File: src/rtl/fetch_pkg.sv
// Shared constants and the prefetch queue entry layout for the instruction-fetch front end.
package fetch_pkg;

   localparam logic [31:0] RESET_PC_DEFAULT = 32'hbfc00000;
   localparam int unsigned PC_INC           = 4;
   localparam int unsigned INST_W           = 32;

   typedef struct packed {
      logic [INST_W-1:0] inst;
      logic              adel;
   } fetch_entry_t;

endpackage

File: src/rtl/fetch_prefetch_if.sv
// Redirect, instruction-memory and decode-side signals of the fetch front end.
interface fetch_prefetch_if #(
   parameter int AW = 32,
   parameter int DW = 32
);
   logic          redirect_valid;
   logic [AW-1:0] redirect_pc;
   logic          inst_req;
   logic [AW-1:0] inst_addr;
   logic          inst_addr_ok;
   logic [DW-1:0] inst_rdata;
   logic          inst_data_ok;
   logic          out_valid;
   logic          out_ready;
   logic [AW-1:0] out_pc;
   logic [DW-1:0] out_inst;
   logic          out_adel;

   modport master (
      input  redirect_valid, redirect_pc,
      output inst_req, inst_addr,
      input  inst_addr_ok, inst_rdata, inst_data_ok,
      output out_valid,
      input  out_ready,
      output out_pc, out_inst, out_adel
   );

   modport slave (
      output redirect_valid, redirect_pc,
      input  inst_req, inst_addr,
      output inst_addr_ok, inst_rdata, inst_data_ok,
      input  out_valid,
      output out_ready,
      input  out_pc, out_inst, out_adel
   );
endinterface

File: src/rtl/fetch_fifo.sv
// Synchronous in-order FIFO with flush; the head is presented from registers one cycle after push.
module fetch_fifo #(
   parameter int DEPTH = 4,
   parameter int DW    = 33,
   localparam int CW   = $clog2(DEPTH + 1),
   localparam int PW   = $clog2(DEPTH)
) (
   input  logic          clk,
   input  logic          reset,
   input  logic          flush,
   input  logic          push,
   input  logic [DW-1:0] din,
   input  logic          pop,
   output logic [DW-1:0] dout,
   output logic          valid,
   output logic [CW-1:0] count
);
   logic [DW-1:0] mem [DEPTH];
   logic [PW-1:0] wr_ptr_reg, rd_ptr_reg;
   logic [CW-1:0] count_reg;
   logic          pop_ok;

   assign pop_ok = pop && (count_reg != '0);

   always_ff @(posedge clk or posedge reset) begin
      if (reset) begin
         wr_ptr_reg <= '0;
         rd_ptr_reg <= '0;
         count_reg  <= '0;
      end else if (flush) begin
         wr_ptr_reg <= '0;
         rd_ptr_reg <= '0;
         count_reg  <= '0;
      end else begin
         if (push)   wr_ptr_reg <= wr_ptr_reg + 1'b1;
         if (pop_ok) rd_ptr_reg <= rd_ptr_reg + 1'b1;
         count_reg <= count_reg + CW'(push) - CW'(pop_ok);
      end
   end

   always_ff @(posedge clk) begin
      if (push && !flush) mem[wr_ptr_reg] <= din;
   end

   assign dout  = mem[rd_ptr_reg];
   assign valid = (count_reg != '0);
   assign count = count_reg;
endmodule

File: src/rtl/fetch_prefetch.sv
// Fetch front end: PC generation, credit-limited request issue, prefetch queue, redirect flush.
// Define FETCH_ADEL_EN to turn misaligned fetch PCs into queued adel entries instead of aligned fetches.
module fetch_prefetch
   import fetch_pkg::*;
#(
   parameter int            AW       = 32,
   parameter int            DW       = 32,
   parameter logic [AW-1:0] RESET_PC = AW'(RESET_PC_DEFAULT),
   parameter int            DEPTH    = 4
) (
   input  logic             clk,
   input  logic             reset,
   fetch_prefetch_if.master bus
);
   localparam int CW = $clog2(DEPTH + 1);
   localparam logic [CW:0] DEPTH_W = (CW + 1)'(DEPTH);
`ifdef FETCH_ADEL_EN
   localparam int EW = DW + 1;
`else
   localparam int EW = DW;
`endif

   logic [AW-1:0] fetch_pc_reg, head_pc_reg;
   logic [CW-1:0] outstanding_reg, outstanding_next;
   logic [CW-1:0] drop_reg, drop_next;
   logic [CW-1:0] fifo_count;
   logic          halted;
   logic          misaligned;
   logic          credit_ok, issue_ok, adel_fault;
   logic          accept, push, pop, fifo_valid;
   logic [EW-1:0] push_data, head_data;

   // Credits cover both queued entries and requests still in flight, so the queue never overflows.
   assign credit_ok  = ({1'b0, fifo_count} + {1'b0, outstanding_reg}) < DEPTH_W;
   assign issue_ok   = !reset && credit_ok && !bus.redirect_valid && !halted;
   assign bus.inst_req = issue_ok && !misaligned;
   assign adel_fault = issue_ok && misaligned;
   assign accept     = bus.inst_req && bus.inst_addr_ok;
   assign pop        = fifo_valid && bus.out_ready;

`ifdef FETCH_ADEL_EN
   logic halted_reg;

   assign misaligned    = (fetch_pc_reg[1:0] != 2'b00);
   assign halted        = halted_reg;
   assign bus.inst_addr = fetch_pc_reg;
   assign push_data     = adel_fault ? {{DW{1'b0}}, 1'b1} : {bus.inst_rdata, 1'b0};
   assign bus.out_inst  = head_data[EW-1:1];
   assign bus.out_adel  = head_data[0];

   always_ff @(posedge clk or posedge reset) begin
      if (reset)                   halted_reg <= 1'b0;
      else if (bus.redirect_valid) halted_reg <= 1'b0;
      else if (adel_fault)         halted_reg <= 1'b1;
   end
`else
   assign misaligned    = 1'b0;
   assign halted        = 1'b0;
   assign bus.inst_addr = {fetch_pc_reg[AW-1:2], 2'b00};
   assign push_data     = bus.inst_rdata;
   assign bus.out_inst  = head_data;
   assign bus.out_adel  = 1'b0;
`endif

   always_comb begin
      outstanding_next = outstanding_reg + CW'(accept) - CW'(bus.inst_data_ok);
      drop_next        = drop_reg;
      push             = adel_fault;
      if (bus.redirect_valid) begin
         // Everything still in flight after this cycle belongs to the old stream.
         drop_next = outstanding_next;
      end else if (bus.inst_data_ok) begin
         if (drop_reg != '0) drop_next = drop_reg - 1'b1;
         else                push      = 1'b1;
      end
   end

   always_ff @(posedge clk or posedge reset) begin
      if (reset) begin
         fetch_pc_reg    <= RESET_PC;
         head_pc_reg     <= RESET_PC;
         outstanding_reg <= '0;
         drop_reg        <= '0;
      end else begin
         outstanding_reg <= outstanding_next;
         drop_reg        <= drop_next;
         if (bus.redirect_valid) begin
            fetch_pc_reg <= bus.redirect_pc;
            head_pc_reg  <= bus.redirect_pc;
         end else begin
            if (accept) fetch_pc_reg <= fetch_pc_reg + AW'(PC_INC);
            if (pop)    head_pc_reg  <= head_pc_reg + AW'(PC_INC);
         end
      end
   end

   fetch_fifo #(
      .DEPTH (DEPTH),
      .DW    (EW)
   ) u_fifo (
      .clk   (clk),
      .reset (reset),
      .flush (bus.redirect_valid),
      .push  (push),
      .din   (push_data),
      .pop   (pop),
      .dout  (head_data),
      .valid (fifo_valid),
      .count (fifo_count)
   );

   assign bus.out_valid = fifo_valid;
   assign bus.out_pc    = head_pc_reg;
endmodule
File: src/flat_wrapper.sv
// flat-port wrapper written by rule: the top's interface ports become plain ports
module fetch_prefetch_flat import fetch_pkg::*;
#(
   parameter int            AW       = 32,
   parameter int            DW       = 32,
   parameter logic [AW-1:0] RESET_PC = AW'(RESET_PC_DEFAULT),
   parameter int            DEPTH    = 4
)
  (clk, reset, bus_redirect_valid, bus_redirect_pc, bus_inst_req, bus_inst_addr, bus_inst_addr_ok, bus_inst_rdata, bus_inst_data_ok, bus_out_valid, bus_out_ready, bus_out_pc, bus_out_inst, bus_out_adel);
  fetch_prefetch_if #(.AW(AW), .DW(DW)) bus_i ();
  input  logic clk;
  input  logic reset;
  input wire logic [$bits(bus_i.redirect_valid)-1:0] bus_redirect_valid;
  input wire logic [$bits(bus_i.redirect_pc)-1:0] bus_redirect_pc;
  output wire logic [$bits(bus_i.inst_req)-1:0] bus_inst_req;
  output wire logic [$bits(bus_i.inst_addr)-1:0] bus_inst_addr;
  input wire logic [$bits(bus_i.inst_addr_ok)-1:0] bus_inst_addr_ok;
  input wire logic [$bits(bus_i.inst_rdata)-1:0] bus_inst_rdata;
  input wire logic [$bits(bus_i.inst_data_ok)-1:0] bus_inst_data_ok;
  output wire logic [$bits(bus_i.out_valid)-1:0] bus_out_valid;
  input wire logic [$bits(bus_i.out_ready)-1:0] bus_out_ready;
  output wire logic [$bits(bus_i.out_pc)-1:0] bus_out_pc;
  output wire logic [$bits(bus_i.out_inst)-1:0] bus_out_inst;
  output wire logic [$bits(bus_i.out_adel)-1:0] bus_out_adel;
  assign bus_i.redirect_valid = bus_redirect_valid;
  assign bus_i.redirect_pc = bus_redirect_pc;
  assign bus_inst_req = bus_i.inst_req;
  assign bus_inst_addr = bus_i.inst_addr;
  assign bus_i.inst_addr_ok = bus_inst_addr_ok;
  assign bus_i.inst_rdata = bus_inst_rdata;
  assign bus_i.inst_data_ok = bus_inst_data_ok;
  assign bus_out_valid = bus_i.out_valid;
  assign bus_i.out_ready = bus_out_ready;
  assign bus_out_pc = bus_i.out_pc;
  assign bus_out_inst = bus_i.out_inst;
  assign bus_out_adel = bus_i.out_adel;
  fetch_prefetch #(.AW(AW), .DW(DW), .RESET_PC(RESET_PC), .DEPTH(DEPTH)) u_core (.clk(clk), .reset(reset), .bus(bus_i));
endmodule
File: config.mk
export PLATFORM = sky130hd
export DESIGN_NAME = fetch_prefetch_flat
export DESIGN_NICKNAME = d
export VERILOG_FILES = /design/src/rtl/fetch_pkg.sv /design/src/rtl/fetch_prefetch_if.sv /design/src/rtl/fetch_fifo.sv /design/src/rtl/fetch_prefetch.sv /design/src/flat_wrapper.sv
export SDC_FILE = /design/constraint.sdc
export NUM_CORES = 1
export LEC_CHECK = 0
export BUFFER_PORTS_ARGS = -buffer_cell sky130_fd_sc_hd__buf_2
export CAP_MARGIN = 15
export CORE_MARGIN = 3
export CORE_UTILIZATION = 55
export CTS_BUF_LIST = sky130_fd_sc_hd__clkbuf_16
export DETAILED_ROUTE_END_ITERATION = 10
export PLACE_DENSITY = 0.88
export SYNTH_ARGS = -nofsm -noshare
export SYNTH_HDL_FRONTEND = slang
export SYNTH_HIERARCHICAL = 1
export SYNTH_SLANG_ARGS = --single-unit
File: constraint.sdc
create_clock -name clk -period 5.48 [get_ports clk]
set_clock_uncertainty 0.05 [all_clocks]
set_input_delay 1.096 -clock clk [delete_from_list [all_inputs] [get_ports clk]]
set_output_delay 1.096 -clock clk [all_outputs]
set_load 0.02 [all_outputs]
==> out/results.ini, run 1 <==
[global_routing]
track_usage_pct = 23.9
overflow = 0
antenna_found_initial = 0
grt_pass1_vias = 6045
grt_max_degree = 41
grt_pass1_wl_mm = 33.5

[worst_setup_path]
r2r_cells = 12
r2r_end = u_core/drop_reg[2]
path_max_fanout = 20
crit_arrival_ps = 2470
crit_chain = buf_4, mux4_1, buf_2
worstSetupPathType = reg -> out
reg2reg_slack_ps = 2190
slowest_delay_ps = 660
end_kind = output pin
cp_slowest_cell = dfrtp_2
cp.required_ps = 4330
r2r-start = u_core/u_fifo/count[1]
start_kind = register

[cells_and_area]
fin_nets = 862
post-route-util_pct = 67.3
syn2layout_area_growth_pct = 19.1
fill_cells = 1129
drive_gt1_share_pct = 36.6
finalNonFillerCells = 1008
diodes = 0
largest_reg_flops = 128

[synth]
synth_top_area_cell = edfxtp_1
ys_types = 52
ys_top_cells_by_area = edfxtp_1 43%, dfrtp_1 16%, mux4_2 7.0%
synthSimpleGateAreaFrac_pct = 10.8
synthXorXnorAreaFrac_pct = 5.21
synth_top_family_by_area = multiplexers
synth_mux_area_share_pct = 11.8
synth-compound-area-share_pct = 3.43
synth_flop_cell = edfxtp_1
synth_fa_ha_area_share_pct = 2.39
ys_ff_latch = 203
synth_warnings = 6
syn_avg_cell_area_um2 = 14.9
synthCells = 603
netlist.area_leader.share_pct = 42.6
synth-seq-area-share_pct = 63.7
syn-cell-area_mm2 = 0.00901
ys_async_sr_fraction_pct = 36.9
synth-edff-count = 128

[hold_path]
hp-class = reg -> reg
hold_end = u_core/bus.out_pc[0]
min_path_cells = 1
holdCritStartpoint = u_core/bus.out_pc[0]

[route]
drt-initial-drc-count = 336
wirelength_mm = 21.2
vias = 5839
drc = 0
ant_nets = 0
wl_per_cell_um = 21.1
dr.pass1.iters = 5
vias_per_cell = 5.79

[clock_tree]
clk_latency_ps = 510
hold_buffers = 0
cts_sinks = 203
clockBufferDepth = 3
cts_resized = 0
cts.htree.levels = 1
root_buffer = clkbuf_16
tritoncts = built
post_cts_buffers = 0
clk_pin_slew_ps = 50
cts_buffers = 22

[floorplan]
die_x_um = 134
dieArea_mm2 = 0.0180
core_area_mm2 = 0.0159
start_util_pct = 56.5
die_height_um = 134
io_pins = 169
rows = 46

[placement]
dp_hpwl_mm = 13.9
port_buffers = 165
gp_congestion = 0.914
dp_cells = 968

[sta]
tns_ps = 0
finalHoldViolCount = 0
slew_viol_final = 0
period_share_pct = 66.0
fin_crit_ps = 3620
tightest_slew_ps = 1150
setup_viol = 0
max_freq_mhz = 276
max-slew-margin-rel_pct = 22.9
rsz0062_at_grt = no

[run_status]
status = finished, final reports clean

[power]
p_per_area_mw_per_mm2 = 355
worst_ir_drop_vdd_mv = 0.254
p_leak_nw = 4.07

[run]
drv_cap = 0

[final cells by class]
class | instances | area (µm²) | area share (%)
Tap cell | 216 | 270 | 2.52
Clock inverter | 18 | 181 | 1.69
Inverter | 18 | 67.6 | 0.629
Multi-Input combinational cell | 358 | 3040 | 28.3
Timing Repair Buffer | 173 | 886 | 8.25
Clock buffer | 22 | 551 | 5.13
Sequential cell | 203 | 5740 | 53.5
[critical path, delay by kind of cell, from the launching register on]
kind | cells | cell delay, ps
buffers and inverters | 2 | 640
DFF | 1 | 660
muxes | 1 | 660
[routing by layer]
layer / GRT usage [%] / up-vias / part of all wire [%]
met5: 0 / - / 0
met4: 7.64 / 0 / 3.1
met3: 4.80 / 51 / 6.9
met2: 41.2 / 237 / 51
met1: 30.8 / 2911 / 39
li1: - / 2640 / -
[Yosys cell counts, types with 2 or more instances]
master / instances
edfxtp_1: 128
dfrtp_1: 57
nand3_1: 30
nor2_1: 30
xnor2_1: 30
mux4_2: 28
mux2_2: 27
nand4_1: 26
nand2_1: 25
xor2_1: 21
a21oi_1: 18
dfstp_2: 18
inv_1: 17
ha_1: 14
and3_1: 13
o21ai_0: 12
clkbuf_1: 11
and2_1: 8
and4_1: 8
nor3_1: 8
nor4_1: 8
a21boi_0: 6
a31oi_1: 5
or3_1: 5
buf_2: 4
mux4_1: 4
nor2b_1: 4
buf_1: 3
buf_4: 3
a221oi_1: 2
buf_12: 2
buf_6: 2
fa_1: 2
mux2i_1: 2
nand2b_1: 2
nor3b_1: 2
nor4_4: 2
or2b_1: 2
[cell families (layout without fill, tap and decap cells)]
family,Yosys count,after routing
adders and majority gates,16,16
xor gates and xnor gates,52,52
AOI/OAI and AO/OA,51,51
DFF,203,203
muxes,61,61
and+or+nand+nor,175,175
buffers and inverters,44,231
other,1,3
[how the worst max path moves through the flow]
stage | from | endpoint | slack, ps | cells past startpoint
after floorplan | bus_redirect_valid | u_core/u_fifo/mem[0][0] | 1950 | 6
after detailed placement | bus_redirect_valid | u_core/drop_reg[2] | 1400 | 12
after CTS | u_core/u_fifo/rd_ptr_reg[0] | bus_out_inst[2] | 1800 | 3
after global placement | bus_redirect_valid | u_core/drop_reg[2] | 1590 | 12
final | u_core/u_fifo/rd_ptr_reg[0] | bus_out_inst[2] | 1860 | 3
after global routing | bus_redirect_valid | u_core/drop_reg[2] | 1650 | 12
[cells in the final DEF, fill, tap and decap left out, types with 8 or more instances in the layout]
| cell | n |
|---|---|
| nand3_1 | 30 |
| nand4_1 | 26 |
| and2_1 | 8 |
| edfxtp_1 | 128 |
| dfrtp_1 | 56 |
| ha_1 | 14 |
| o21ai_0 | 12 |
| xnor2_1 | 30 |
| and3_1 | 13 |
| buf_4 | 8 |
| nand2_1 | 25 |
| nor2_1 | 30 |
| nor3_1 | 8 |
| inv_1 | 16 |
| a21oi_1 | 18 |
| mux4_2 | 28 |
| dfstp_2 | 18 |
| clkbuf_16 | 22 |
| mux2_2 | 27 |
| buf_2 | 165 |
| xor2_1 | 21 |
| and4_1 | 8 |
| nor4_1 | 8 |
[through the flow]
step,total power (W),cell area [µm²],setup WS [ps],hold slack (ps)
detailed placement,0.00235,10000,1400,440
floorplan,0.00217,9020,1950,422
finish,0.00381,10700,1860,453
global route,0.00396,10700,1650,498
global placement,0.00232,10000,1590,447
CTS,0.00384,10700,1800,458
[report_power, final]
part	internal, W	switching, W
Combinational	0.000200	0.000299
Sequential	0.00173	0.0000949
Clock	0.000879	0.000606
(Power assumes the default switching activity.)
==> run 2, diff against run 1 <==
Settings changed: CORE_UTILIZATION 55 to 50, PLACE_DENSITY 0.88 to 0.85.
Clock period 5.48 ns to 3.1 ns, I/O delays scaled along.
==> run 2 against run 1 <==
  * Core utilization fell by 5.5 points
  * Via count rose by 0.10%
  * Non-clock buffer count increased by 7
  * Combinational power increased by 79%
  * Sequential power up 76%
  * Setup slack worse by 1600 ps
  * Global-route usage decreased by 3.8 points
  * Critical path type is now reg -> reg
  * Critical endpoint is now u_core/drop_reg[2]
  * Largest power group unchanged
==> out/results.ini, run 2 (synthesized netlist as in run 1, its figures left out) <==
[power]
p_leak_nw = 4.11
combPwrFrac_pct = 13.7
power_frac_clock_pct = 36.6
p_per_area_mw_per_mm2 = 600
worst_ir_drop_vdd_mv = 0.501
switching_power_w = 0.00166
swShare_pct = 25.7
seqPwrFrac_pct = 49.6
internal_power_w = 0.00482

[floorplan]
die_x_um = 140
rows = 48
start_util_pct = 51.6
dieArea_mm2 = 0.0197
io_pins = 169
core_area_mm2 = 0.0175
die_height_um = 140

[route]
ant_nets = 0
wirelength_mm = 20.0
vias_per_cell = 5.70
drt-initial-drc-count = 371
dr.pass1.iters = 4
vias = 5845
drc = 0
wl_per_cell_um = 19.5

[sta]
max-slew-margin-rel_pct = 50.2
rsz0062_at_grt = no
period_share_pct = 91.3
fin_crit_ps = 2830
slew_viol_final = 0
setup_viol = 0
max_freq_mhz = 353
finalHoldViolCount = 0
tns_ps = 0
tightest_slew_ps = 741

[clock_tree]
root_buffer = clkbuf_16
cts_sinks = 203
cts.htree.levels = 1
hold_buffers = 0
clockBufferDepth = 3
cts_resized = 0
tritoncts = built
clk_pin_slew_ps = 60
post_cts_buffers = 0
cts_buffers = 21
clk_latency_ps = 490

[global_routing]
grt_pass1_vias = 5995
antenna_found_initial = 2
overflow = 0
grt_max_degree = 38
track_usage_pct = 20.1
grt_pass1_wl_mm = 31.9

[worst_setup_path]
r2r-start = u_core/u_fifo/count[1]
cp_slowest_cell = dfrtp_1
start_kind = register
crit_family = adder cells
path_max_fanout = 6
cp-startpoint = u_core/u_fifo/count[1]
crit_arrival_ps = 3190
cp_num_buf_inv = 2
crit_path_frequent_cell = ha_1
cp.required_ps = 3460
end_kind = register
slowest_delay_ps = 470
worstSetupPathType = reg -> reg
crit_chain = ha_1, nor4_1, and4_1, inv_1, ha_1, inv_1, ha_1, fa_1, xor2_1, xnor2_1, nand2_1, o21ai_0

[cells_and_area]
final_cell_mix = 165 x buf_2, 128 x edfxtp_1, 56 x dfrtp_1
drive_gt1_share_pct = 36.4
multi_input_area_mm2 = 0.00304
ff_latch_area_mm2 = 0.00574
syn2layout_area_growth_pct = 19.9
layout_commonest_cell = buf_2
final_cell_area_mm2 = 0.0108
fill_cells = 1308
finalNonFillerCells = 1025
fin_nets = 868
largest_reg_flops = 128

[run]
drv_cap = 0

[placement]
gp_congestion = 0.852
dpl_cell_area_mm2 = 0.0101
dp_cells = 984
dp_hpwl_mm = 13.7
port_buffers = 165

[run_status]
status = finished, final reports clean

[hold_path]
hp-class = in -> async

## run 2: cell count changes in the layout (fill, tap and decap cells not counted), sizes merged
cell      delta
clkbuf       -1
buf          +7
bufinv       -1
diode        +3
clkinvlp     -3
inv          +1
clkinv       +2
## run 2: metal layers
metal	vias to the layer above	global-route usage [%]	share of wire (%)
li1	2650	-	-
met1	2933	25.8	39
met2	211	33.9	51
met3	51	3.48	6.0
met4	0	8.41	3.1
met5	-	0	0
## run 2: area by class of cell
cell class	count	area share, %
antenna	3	0.0695
clock inverter	17	1.19
multi-input combinational	358	28.1
sequential	203	53.2
tap	225	2.61
clock buffer	21	4.86
timing repair buffer	180	9.38
inverter	18	0.625
## run 2: metrics by stage
stage | utilization, % | hold WS, ps | worst slack (ps) | power [W]
global placement | 58.0 | 440 | 279 | 0.00413
detailed placement | 58.0 | 445 | 169 | 0.00416
CTS | 61.8 | 34.9 | 247 | 0.00656
floorplan | - | 373 | 43.7 | 0.00383
finish | 61.8 | 42.8 | 269 | 0.00649
global route | 61.8 | 53.4 | 162 | 0.00677
## run 2: power by group through the flow
stage	registers [W]	logic [W]	clock network [W]
after floorplan	0.00334	0.000493	0
after global placement	0.00326	0.000864	0
after detailed placement	0.00327	0.000890	0
after CTS	0.00322	0.000897	0.00245
after global routing	0.00324	0.000974	0.00255
final	0.00322	0.000891	0.00238
## run 2: final timing paths
check,endpoint,slack [ps],cells past startpoint
min in group clk,u_core/u_fifo/mem[2][25],300,1
max in group asynchronous,u_core/fetch_pc_reg[24],2220,3
worst min-delay path,u_core/u_fifo/count[2],40,2
worst min register to register,u_core/bus.out_pc[0],460,1
worst max-delay path,u_core/drop_reg[2],270,12
worst max register to register,u_core/drop_reg[2],270,12
## run 2: worst register-to-register path, delay by kind of cell, from the launching register on
family / cells / cell delay [ps]
fa+ha+maj: 4 / 1100
buf+inv: 2 / 160
flops: 1 / 470
simple gates: 3 / 540
xor+xnor: 2 / 340
compound gates: 1 / 80
==> run 3, diff against run 2 <==
Settings changed: CORE_ASPECT_RATIO from default to 1.4.
==> run 3 against run 2 <==
  * Combinational power hardly changed
  * Via count is 0.58% lower
  * Hold slack better by 3.4 ps
  * Critical path depth is 8 lower
  * Sequential power hardly changed
  * Critical endpoint is now bus_inst_req
==> out/results.ini, run 3 (synthesized netlist as in run 1, its figures left out) <==
[worst_setup_path]
cp.required_ps = 2430
start_kind = register
slowest_delay_ps = 530
cp_num_buf_inv = 1
cp_slowest_cell = or4_4
worstSetupPathType = reg -> out
crit_arrival_ps = 2100
path_max_fanout = 6
crit_chain = ha_1, or4_4, nor3_1, buf_2
end_kind = output pin
crit_family = simple AND/OR/NAND/NOR gates

[clock_tree]
hold_buffers = 0
clk_latency_ps = 480
tritoncts = built
cts_sinks = 203
clockBufferDepth = 3
clk_pin_slew_ps = 60
cts_buffers = 20
post_cts_buffers = 0
cts.htree.levels = 1
root_buffer = clkbuf_16
cts_resized = 0

[cells_and_area]
final_cell_mix = 165 x buf_2, 128 x edfxtp_1, 56 x dfrtp_1
syn2layout_area_growth_pct = 19.5
drive_gt1_share_pct = 35.8
layout_commonest_cell = buf_2
fin_nets = 865
fill_cells = 1369
largest_reg_flops = 128
finalNonFillerCells = 1029
diodes = 0
final_cell_area_mm2 = 0.0108

[run_status]
status = finished, final reports clean

[global_routing]
track_usage_pct = 20.3
grt_pass1_vias = 6192
grt_max_degree = 48
overflow = 0
antenna_found_initial = 0
grt_pass1_wl_mm = 31.6

[sta]
finalHoldViolCount = 0
max-slew-margin-rel_pct = 43.9
holdWs_ps = 46.2
max_freq_mhz = 361
period_share_pct = 89.4
slew_viol_final = 0
tns_ps = 0
setup_viol = 0
fin_crit_ps = 2770
rsz0062_at_grt = no
tightest_slew_ps = 833
fin_ws_ps = 327

[floorplan]
io_pins = 169
start_util_pct = 51.4
rows = 57
die_x_um = 119
core_area_mm2 = 0.0175
die_height_um = 165
dieArea_mm2 = 0.0197

[power]
combPwrFrac_pct = 13.9
swShare_pct = 25.8
worst_ir_drop_vdd_mv = 0.451
internal_power_w = 0.00473
seqPwrFrac_pct = 50.6
p_leak_nw = 4.09
power_frac_clock_pct = 35.5
p_per_area_mw_per_mm2 = 592
switching_power_w = 0.00164

[route]
wl_per_cell_um = 19.6
ant_nets = 0
vias = 5811
drc = 0
drt-initial-drc-count = 403
dr.pass1.iters = 5
vias_per_cell = 5.65
wirelength_mm = 20.1

[run]
drv_cap = 0

[placement]
dp_cells = 993
port_buffers = 165
gp_congestion = 0.900
dp_hpwl_mm = 14.1
dpl_cell_area_mm2 = 0.0102
pre_cts_ws_ps = 240

[hold_path]
hp-class = in -> async

==> run 3: changes by cell type in the layout (fill, tap and decap cells not counted) <==
cell and change:
buf_12 +1, buf_4 -3, bufinv_16 -1, clkinv_1 -3, clkinv_2 -3, clkinvlp_2 -1
clkinvlp_4 +1, diode_2 -3, inv_1 +5
==> run 3: final timing paths <==
check / from / endpoint / slack (ps) / depth (start not counted)
min in group clk: bus_inst_rdata[21] / u_core/u_fifo/mem[0][21] / 300 / 1
max in group asynchronous: reset / u_core/bus.out_pc[5] / 2130 / 3
setup / recovery: u_core/u_fifo/count[1] / bus_inst_req / 330 / 4
setup reg to reg: u_core/u_fifo/count[1] / u_core/drop_reg[2] / 350 / 12
hold / removal: reset / u_core/u_fifo/count[2] / 50 / 2
hold reg to reg: u_core/bus.out_pc[0] / u_core/bus.out_pc[0] / 460 / 1
==> run 3: power by group through the flow <==
stage	logic [W]	registers, W	clock network [W]
after floorplan	0.000493	0.00334	0
after global placement	0.000864	0.00326	0
after detailed placement	0.000894	0.00327	0
after CTS	0.000897	0.00322	0.00233
after global routing	0.000979	0.00325	0.00243
final	0.000889	0.00322	0.00226
==> run 3: per-stage QoR <==
step | utilization [%] | total power [W]
finish | 61.4 | 0.00638
global route | 61.4 | 0.00665
CTS | 61.4 | 0.00645
detailed placement | 57.9 | 0.00416
global placement | 57.9 | 0.00413
floorplan | - | 0.00383
==> run 3: area by class of cell <==
type                       count  area (µm²)  share of cell area [%]
timing repair buffer         178        1010                    9.38
multi-input combinational    358        3040                    28.2
sequential                   203        5740                    53.3
tap                          236         295                    2.74
inverter                      18        67.6                   0.627
clock buffer                  21         526                    4.88
clock inverter                15        93.8                   0.871
==> run 3: metal layers <==
| metal | wire (µm) | vias to the layer above | track usage [%] |
|---|---|---|---|
| li1 | - | 2639 | - |
| met1 | 7380 | 2886 | 22.6 |
| met2 | 10500 | 239 | 37.1 |
| met3 | 1560 | 47 | 4.90 |
| met4 | 752 | 0 | 8.44 |
| met5 | 0 | - | 0 |
